--- src/rtl/mole_game_ctrl.sv ---
// Whack-a-mole game sequencer: paces play from the 1 Hz strobe, places moles,
// scores hits in BCD and counts down the game clock. All outputs are registered.
module mole_game_ctrl #(
  parameter int NUM_HOLES  = 9,
  parameter int GAME_SECS  = 30,
  parameter int MOLE_TICKS = 2
) (
  input  logic                 clk,
  input  logic                 rst,
  input  logic                 tick_1hz,
  input  logic                 start_btn,
  input  logic [NUM_HOLES-1:0] hit_btn,
  input  logic [3:0]           pos_in,
  output logic                 in_game,
  output logic                 mole_on,
  output logic [3:0]           mole_pos,
  output logic [3:0]           score_tens,
  output logic [3:0]           score_ones,
  output logic [3:0]           time_tens,
  output logic [3:0]           time_ones,
  output logic [7:0]           miss_cnt,
  output logic                 game_over,
  output logic [2:0]           state_dbg
);

  localparam logic [2:0] S_IDLE = 3'd0;
  localparam logic [2:0] S_ARM  = 3'd1;
  localparam logic [2:0] S_SHOW = 3'd2;
  localparam logic [2:0] S_GAP  = 3'd3;
  localparam logic [2:0] S_OVER = 3'd4;

  localparam logic [3:0] SECS_TENS = 4'(GAME_SECS / 10);
  localparam logic [3:0] SECS_ONES = 4'(GAME_SECS % 10);
  localparam logic [3:0] LIFE_INIT = 4'(MOLE_TICKS);
  localparam logic [4:0] HOLES_W   = 5'(NUM_HOLES);
  localparam logic [3:0] HOLES_N   = 4'(NUM_HOLES);

  logic [2:0]           state;
  logic                 start_prev;
  logic [NUM_HOLES-1:0] hit_prev;
  logic                 edge_en;
  logic [3:0]           life;

  logic                 start_edge;
  logic [NUM_HOLES-1:0] hit_edge;
  logic [NUM_HOLES-1:0] pos_mask;
  logic                 good_hit;
  logic                 wrong_hit;
  logic                 final_tick;
  logic [3:0]           pos_fold;
  logic [3:0]           time_tens_dec;
  logic [3:0]           time_ones_dec;
  logic [3:0]           score_tens_inc;
  logic [3:0]           score_ones_inc;

  assign state_dbg = state;

  // edge_en masks the first cycle after reset so a level held through reset is not an edge
  assign start_edge = edge_en & start_btn & ~start_prev;
  assign hit_edge   = {NUM_HOLES{edge_en}} & hit_btn & ~hit_prev;

  always_comb begin
    pos_mask = '0;
    for (int i = 0; i < NUM_HOLES; i++) begin
      pos_mask[i] = (mole_pos == 4'(i));
    end
  end

  assign good_hit   = |(hit_edge & pos_mask);
  assign wrong_hit  = |(hit_edge & ~pos_mask);
  assign final_tick = tick_1hz && (time_tens == 4'd0) && (time_ones == 4'd1);

  // With 16 holes HOLES_N wraps to 0 and the compare never folds, which is correct.
  assign pos_fold = ({1'b0, pos_in} < HOLES_W) ? pos_in : pos_in - HOLES_N;

  always_comb begin
    time_tens_dec = time_tens;
    time_ones_dec = time_ones - 4'd1;
    if (time_ones == 4'd0) begin
      time_ones_dec = 4'd9;
      time_tens_dec = time_tens - 4'd1;
    end
  end

  always_comb begin
    score_tens_inc = score_tens;
    score_ones_inc = score_ones;
    if (!(score_tens == 4'd9 && score_ones == 4'd9)) begin
      if (score_ones == 4'd9) begin
        score_ones_inc = 4'd0;
        score_tens_inc = score_tens + 4'd1;
      end else begin
        score_ones_inc = score_ones + 4'd1;
      end
    end
  end

  always_ff @(posedge clk or negedge rst) begin
    if (!rst) begin
      state      <= S_IDLE;
      start_prev <= 1'b0;
      hit_prev   <= '0;
      edge_en    <= 1'b0;
      life       <= 4'd0;
      in_game    <= 1'b0;
      mole_on    <= 1'b0;
      mole_pos   <= 4'd0;
      score_tens <= 4'd0;
      score_ones <= 4'd0;
      time_tens  <= 4'd0;
      time_ones  <= 4'd0;
      miss_cnt   <= 8'd0;
      game_over  <= 1'b0;
    end else begin
      start_prev <= start_btn;
      hit_prev   <= hit_btn;
      edge_en    <= 1'b1;
      case (state)
        S_IDLE, S_OVER: begin
          if (start_edge) begin
            state      <= S_ARM;
            time_tens  <= SECS_TENS;
            time_ones  <= SECS_ONES;
            score_tens <= 4'd0;
            score_ones <= 4'd0;
            miss_cnt   <= 8'd0;
            in_game    <= 1'b1;
            mole_on    <= 1'b0;
            game_over  <= 1'b0;
          end
        end
        S_ARM, S_SHOW, S_GAP: begin
          if (state == S_SHOW) begin
            if (good_hit) begin
              score_tens <= score_tens_inc;
              score_ones <= score_ones_inc;
            end
            if (wrong_hit && miss_cnt != 8'hff) miss_cnt <= miss_cnt + 8'd1;
          end
          if (tick_1hz) begin
            time_tens <= time_tens_dec;
            time_ones <= time_ones_dec;
          end
          // The final tick wins over every other transition in the same cycle.
          if (final_tick) begin
            state     <= S_OVER;
            in_game   <= 1'b0;
            mole_on   <= 1'b0;
            game_over <= 1'b1;
          end else if (state == S_SHOW) begin
            if (good_hit) begin
              state   <= S_GAP;
              mole_on <= 1'b0;
            end else if (tick_1hz) begin
              life <= life - 4'd1;
              if (life == 4'd1) begin
                state   <= S_GAP;
                mole_on <= 1'b0;
              end
            end
          end else if (tick_1hz) begin
            state    <= S_SHOW;
            mole_on  <= 1'b1;
            mole_pos <= pos_fold;
            life     <= LIFE_INIT;
          end
        end
        default: state <= S_IDLE;
      endcase
    end
  end

endmodule

--- config.mk ---
export PLATFORM = sky130hd
export DESIGN_NAME = mole_game_ctrl
export DESIGN_NICKNAME = d
export VERILOG_FILES = /design/src/rtl/mole_game_ctrl.sv
export SDC_FILE = /design/constraint.sdc
export NUM_CORES = 1
export LEC_CHECK = 0
export CAP_MARGIN = 30
export CORE_MARGIN = 4
export CORE_UTILIZATION = 53
export CTS_CLUSTER_DIAMETER = 200
export DETAILED_ROUTE_END_ITERATION = 16
export GPL_TIMING_DRIVEN = 0
export PLACE_DENSITY = 0.76
export SLEW_MARGIN = 5
export SYNTH_ARGS = -nofsm -noshare
export SYNTH_HDL_FRONTEND = slang
export SYNTH_SLANG_ARGS = --single-unit
--- constraint.sdc ---
create_clock -name clk -period 2.7 [get_ports clk]
set_input_delay 0.27 -clock clk [delete_from_list [all_inputs] [get_ports clk]]
set_output_delay 0.27 -clock clk [all_outputs]
set_load 0.005 [all_outputs]
; ---- Word-level counts from Yosys, hierarchy flattened
; Cells that the tools add are included.
[word_totals]
register_bits = 49
in_bits = 17
wordCells = 136
[op_classes]
n_addsub = 7
n_lt_le_gt_ge = 1
eq_ne = 30
mux = 48
bitwise_logic = 11
reduce_logical = 25
[op_table]
columns = op, n
row1 = 2-to-1 mux 4 bit, 19
row2 = AND 9 bit, 4
row3 = one-hot mux 4 bit (2 select lines), 4
row4 = 2-to-1 mux 8 bit, 3
row5 = 2-to-1 mux 3 bit, 7
row6 = inequality test 2 bit (second input constant), 10
row7 = NOT 9 bit, 2
row8 = OR reduction 9 bit, 2
row9 = equality test 4 x 3 -> 1 bit (second input constant), 4
row10 = one-hot mux 8 bit (2 select lines), 1
row11 = AND reduction 4 bit, 4
row12 = AND reduction 5 bit, 3
row13 = equality test 4 x 1 -> 1 bit (second input constant), 3
row14 = equality test 4 bit (second input constant), 3
row15 = zero test 4 bit, 3
row16 = subtractor 4 x 1 -> 4 bit (second input constant), 3
row17 = 2-to-1 mux 1 bit, 10
row18 = adder 4 x 1 -> 4 bit (second input constant), 2
row19 = adder 8 x 1 -> 8 bit (second input constant), 1
row20 = equality test 4 x 2 -> 1 bit (second input constant), 2
row21 = inequality test 4 bit (second input constant), 2
row22 = inequality test 8 bit (second input constant), 1
row23 = equality test 3 x 2 -> 1 bit (second input constant), 2
row24 = one-hot mux 1 bit (2 select lines), 3
row25 = 15 further kinds, 24

; ---- Longest topological paths before layout
[depth]
ltp_word = 8
depth_mapped = 8
ltp_nobuf = 8

; ---- Worst setup path before layout
; No wires, ideal clock.
[synth_path]
path_kind = reg2reg
start = register mole_pos[0]
end = register state[1] (netlist: state_dbg[1])
t_arrival_ns = 2.041
t_required_ns = 2.575
setup_slack_ns = 0.534
stages_incl_launch_ff = 8
synth_period_minus_slack_ns = 2.166
cell_sequence = dfrtp_1 -> or3b_2 -> a21oi_1 -> o21ai_0 -> and2_1 -> buf_2 -> a211oi_2 -> mux2_2
[synth_via]
elab_chain_cells = 7
elab_cells_between_ends = 18
classes_between = eq/ne (10) / mux (4) / bitwise (1) / reduce/logical (3)
[synth_rtl]
columns = item, line
row1 = start: declaration, 16  ; output logic [3:0] mole_pos,
row2 = start signal: assignment, 164  ; mole_pos <= pos_fold;
row3 = equality test 4 x 1 -> 1 bit (tied with other cells), 65  ; pos_mask[i] = (mole_pos == 4'(i));
row4 = AND 9 bit *, 69  ; assign good_hit = |(hit_edge & pos_mask);
row5 = OR reduction 9 bit *, 69
row6 = 2-to-1 mux 3 bit, 151  ; if (good_hit) begin
row7 = 2-to-1 mux 3 bit, 150  ; end else if (state == S_SHOW) begin
row8 = 2-to-1 mux 3 bit, 145  ; if (final_tick) begin
row9 = one-hot mux 3 bit (2 select lines), 118  ; case (state)
row10 = end signal: assignment, 121  ; state <= S_ARM;
row11 = end signal: assignment, 146  ; state <= S_OVER;
row12 = end signal: assignment, 152  ; state <= S_GAP;
row13 = end: declaration, 38  ; logic [2:0] state;
; Every way passes the cells marked *; elsewhere a longest branch is shown, timed or not.
; A chain may end at the register's enable or synchronous reset.

; ---- Worst setup path in the final report
; Same ends and word-level chain as after synthesis.

==> results.md <==
- Synthesized net count: 335
- H-tree depth: 2
- Row count: 26
- Largest cells by area after synthesis: dfrtp_1 (43%), ha_1 (5.3%), nand2_1 (5.0%)
- Final hold vios: 0
- Initial DRC Count: 78
- Sinks on Clock Net: 49
- Setup ws final: 0.1866 ns
- Largest family of logic cells by synthesized area: simple AND/OR/NAND/NOR gates
- Post-synthesis instance total: 306
- Synth Cell Area: 2849 µm²
- PortBufs: 50
- CTS tree: done
- Ys Warns: 0
- Post-synthesis compound-gate area fraction: 15.50%
- Max cap viols: 0
- RSZ-0062 raised after global routing: no
- Clock latency at the later pin of the worst-skew pair: 0.30 ns
- Post-synthesis mux area share: 4.084%
- GRT Total Usage: 19.83%
- First-pass GRT wire length: 10.17 mm
- Die area: 6612 µm²
- Peak Freq: 397.9 MHz
- Clock buffer depth: 2
- Largest net degree at the start of global routing: 33
- Drc violations: 0
- Postcts setup bufs: 0
- Syn-to-layout area delta: 24.73%
- Worst EP required: 2.89 ns
- HPWL after DPL: 4.633 mm
- Setup crit end kind: register
- Number of nets in the layout: 395
- Worst-case clock skew: 0.004489 ns
- Number of library cell types mapped by synthesis: 59
- Vias in the first global route: 2298
- Status: completed
- Fraction of layout instances using a drive strength above 1: 9.836%
- Worst setup SP type: register
- Post-synthesis adder-cell area fraction: 5.270%
- Worst EP arrival: 2.71 ns
- Routed wire per std cell: 13.94 µm
- Simple-gate share of the synthesized area: 26.04%
- Via density: 5.571
- Pwr Total: 3.031 mW
- Top-area cell type share of the netlist area: 43.04%
- Final worst path period share: 93.09%
- Peak supply drop: 0.4292 mV
- Worst-Margin Slew: 0.6414 ns
- Initial antenna violation count: 0
- Relative max-transition margin: 56.85%
- GPL Wtd Cong: 0.8058
- Post-CTS sizing: 0
- Clock Pin Slew Worst Setup and Hold Paths: 0.09 ns
- Most frequent cell after synthesis: dfrtp_1
- Sequential fraction of the synthesis area: 43.04%
- EDFF count, synth: 0
- Most frequent cells after synthesis: dfrtp_1 (49), nand2_1 (38), nor2_1 (24)
- Core ar.: 5172 µm²
- First-pass DRT Iterations: 4
- Remaining antenna violation count: 0
- Mean Syn Cell Area: 9.310 µm²
- Total gr overflow: 0
- IO Count: 51
- Die H: 81.32 µm
- Num CTS Buffers: 5
- Post-Synth XOR/XNOR Area: 1.230%
- Initial core utilization: 55.08%
- Pre-CTS setup slack: -0.07900 ns
- Slew Viols, Final: 0
- Chip width: 81.32 µm
- Static leakage: 1.564 nW
- Final setup fails: 0
- Crit path kind: register to register
- Fillcell total: 415
- Minimum clock period: 2.513 ns
- Via count: 2429
- FF+latch count, synth: 49
- Yosys top cell by area: dfrtp_1
- PD cells: 853.1 nW/µm²
- Most used DFF post-synth: dfrtp_1
- Diode count: 0
- Crit path max fanout: 8
- Async SR Flop Fraction: 100.0%
- Hold crit path type: input pin to asynchronous set/reset pin
- Final WL: 6.078 mm
- Clock Tree Root: clkbuf_8
## per-layer routing
layer,part of all wire [%],GRT usage [%],vias up
li1,-,-,1210
met1,43,23.33,1152
met2,50,35.59,61
met3,5.7,4.545,6
met4,1.0,6.081,0
met5,0,0,-
## cell families (layout without fill, tap and decap cells)
kind of cell / count (synthesis) / in the layout
buffers and inverters: 30 / 90
flip-flops: 49 / 49
XOR/XNOR: 4 / 4
adder cells (fa/ha/maj): 12 / 12
AO/OA/AOI/OAI: 66 / 66
other: 1 / 1
AND/OR/NAND/NOR: 133 / 133
multiplexers: 11 / 11
## cell type report
class | count | area [µm²] | area share, %
clock buffer | 7 | 86.33 | 2.430
sequential | 49 | 1226 | 34.51
tap | 70 | 87.58 | 2.465
timing repair buffer | 53 | 530.5 | 14.93
buffer | 12 | 66.31 | 1.866
multi-input combinational | 227 | 1489 | 41.90
inverter | 18 | 67.56 | 1.901
## state kept, by name, indices dropped and copies added, names as in the netlist
name	cells
score_ones	4
state_dbg	3
in_game	1
mole_pos	4
edge_en	1
start_prev	1
hit_prev	9
time_tens	4
life	4
time_ones	4
miss_cnt	8
mole_on	1
game_over	1
score_tens	4
## worst max-delay path: stages, from the launching register on
cell      delay [ns]
dfrtp_1         0.47
or3b_2          0.49
a21oi_1         0.16
o21ai_0         0.23
and2_1          0.23
buf_2           0.16
a211oi_2        0.31
mux2_2          0.37
## metrics by stage
stage,hold slack (ns),utilization [%],instances,TNS (ns),area [µm²]
finish,0.4276,68.70,436,0,3553
global route,0.4337,68.70,436,0,3553
CTS,0.4244,68.70,436,0,3553
detailed placement,0.2303,66.84,428,-0.07900,3457
global placement,0.4600,66.45,426,-3.965,3437
floorplan,-0.02559,-,306,0,2849
## power by group
group / switching [mW] / leakage [nW] / total, mW / internal [mW]
registers: 0.208 / 0.605 / 1.15 / 0.940
logic: 0.691 / 0.915 / 1.45 / 0.757
clock network: 0.232 / 0.0443 / 0.435 / 0.204
total: 1.13 / 1.56 / 3.03 / 1.90
## worst paths after layout
| kind | from | cells past startpoint | to | slack [ns] |
|---|---|---|---|---|
| min in group clk | hit_btn[7] | 1 | hit_prev[7]$_DFF_PN0_ | 0.43 |
| worst min register to register | in_game$_DFFE_PN0P_ | 2 | in_game$_DFFE_PN0P_ | 0.50 |
| worst min-delay path | rst | 2 | miss_cnt[5]$_DFFE_PN0P_ | 0.43 |
| max in group asynchronous | rst | 3 | time_ones[2]$_DFFE_PN0P_ | 1.76 |
| worst max register to register | mole_pos[0]$_DFFE_PN0P_ | 7 | state_dbg[1]$_DFFE_PN0P_ | 0.19 |
| worst max-delay path | mole_pos[0]$_DFFE_PN0P_ | 7 | state_dbg[1]$_DFFE_PN0P_ | 0.19 |
## repair_timing
| item | 4_1_cts | 5_1_grt |
|---|---|---|
| hold endpoints to repair | 17 | 0 |
| hold buffers | 1 | 0 |
| setup endpoints to repair | 0 | 0 |
## cells in the final DEF (no fill, tap or decap), types with 4 or more instances in the layout
| cell type | instances |
|---|---|
| mux2i_1 | 6 |
| clkbuf_1 | 6 |
| a21oi_1 | 21 |
| nand3_1 | 8 |
| nor4_1 | 4 |
| or3_1 | 5 |
| inv_1 | 18 |
| buf_2 | 7 |
| nor2_1 | 24 |
| ha_1 | 12 |
| nand2_1 | 38 |
| nor2b_1 | 5 |
| clkbuf_8 | 6 |
| mux2_2 | 5 |
| nand3b_1 | 6 |
| nand4_1 | 4 |
| nand2b_1 | 8 |
| and3_1 | 4 |
| o21ai_0 | 20 |
| clkdlybuf4s50_1 | 49 |
| dfrtp_1 | 49 |
Power figures use the tool's default switching activity.
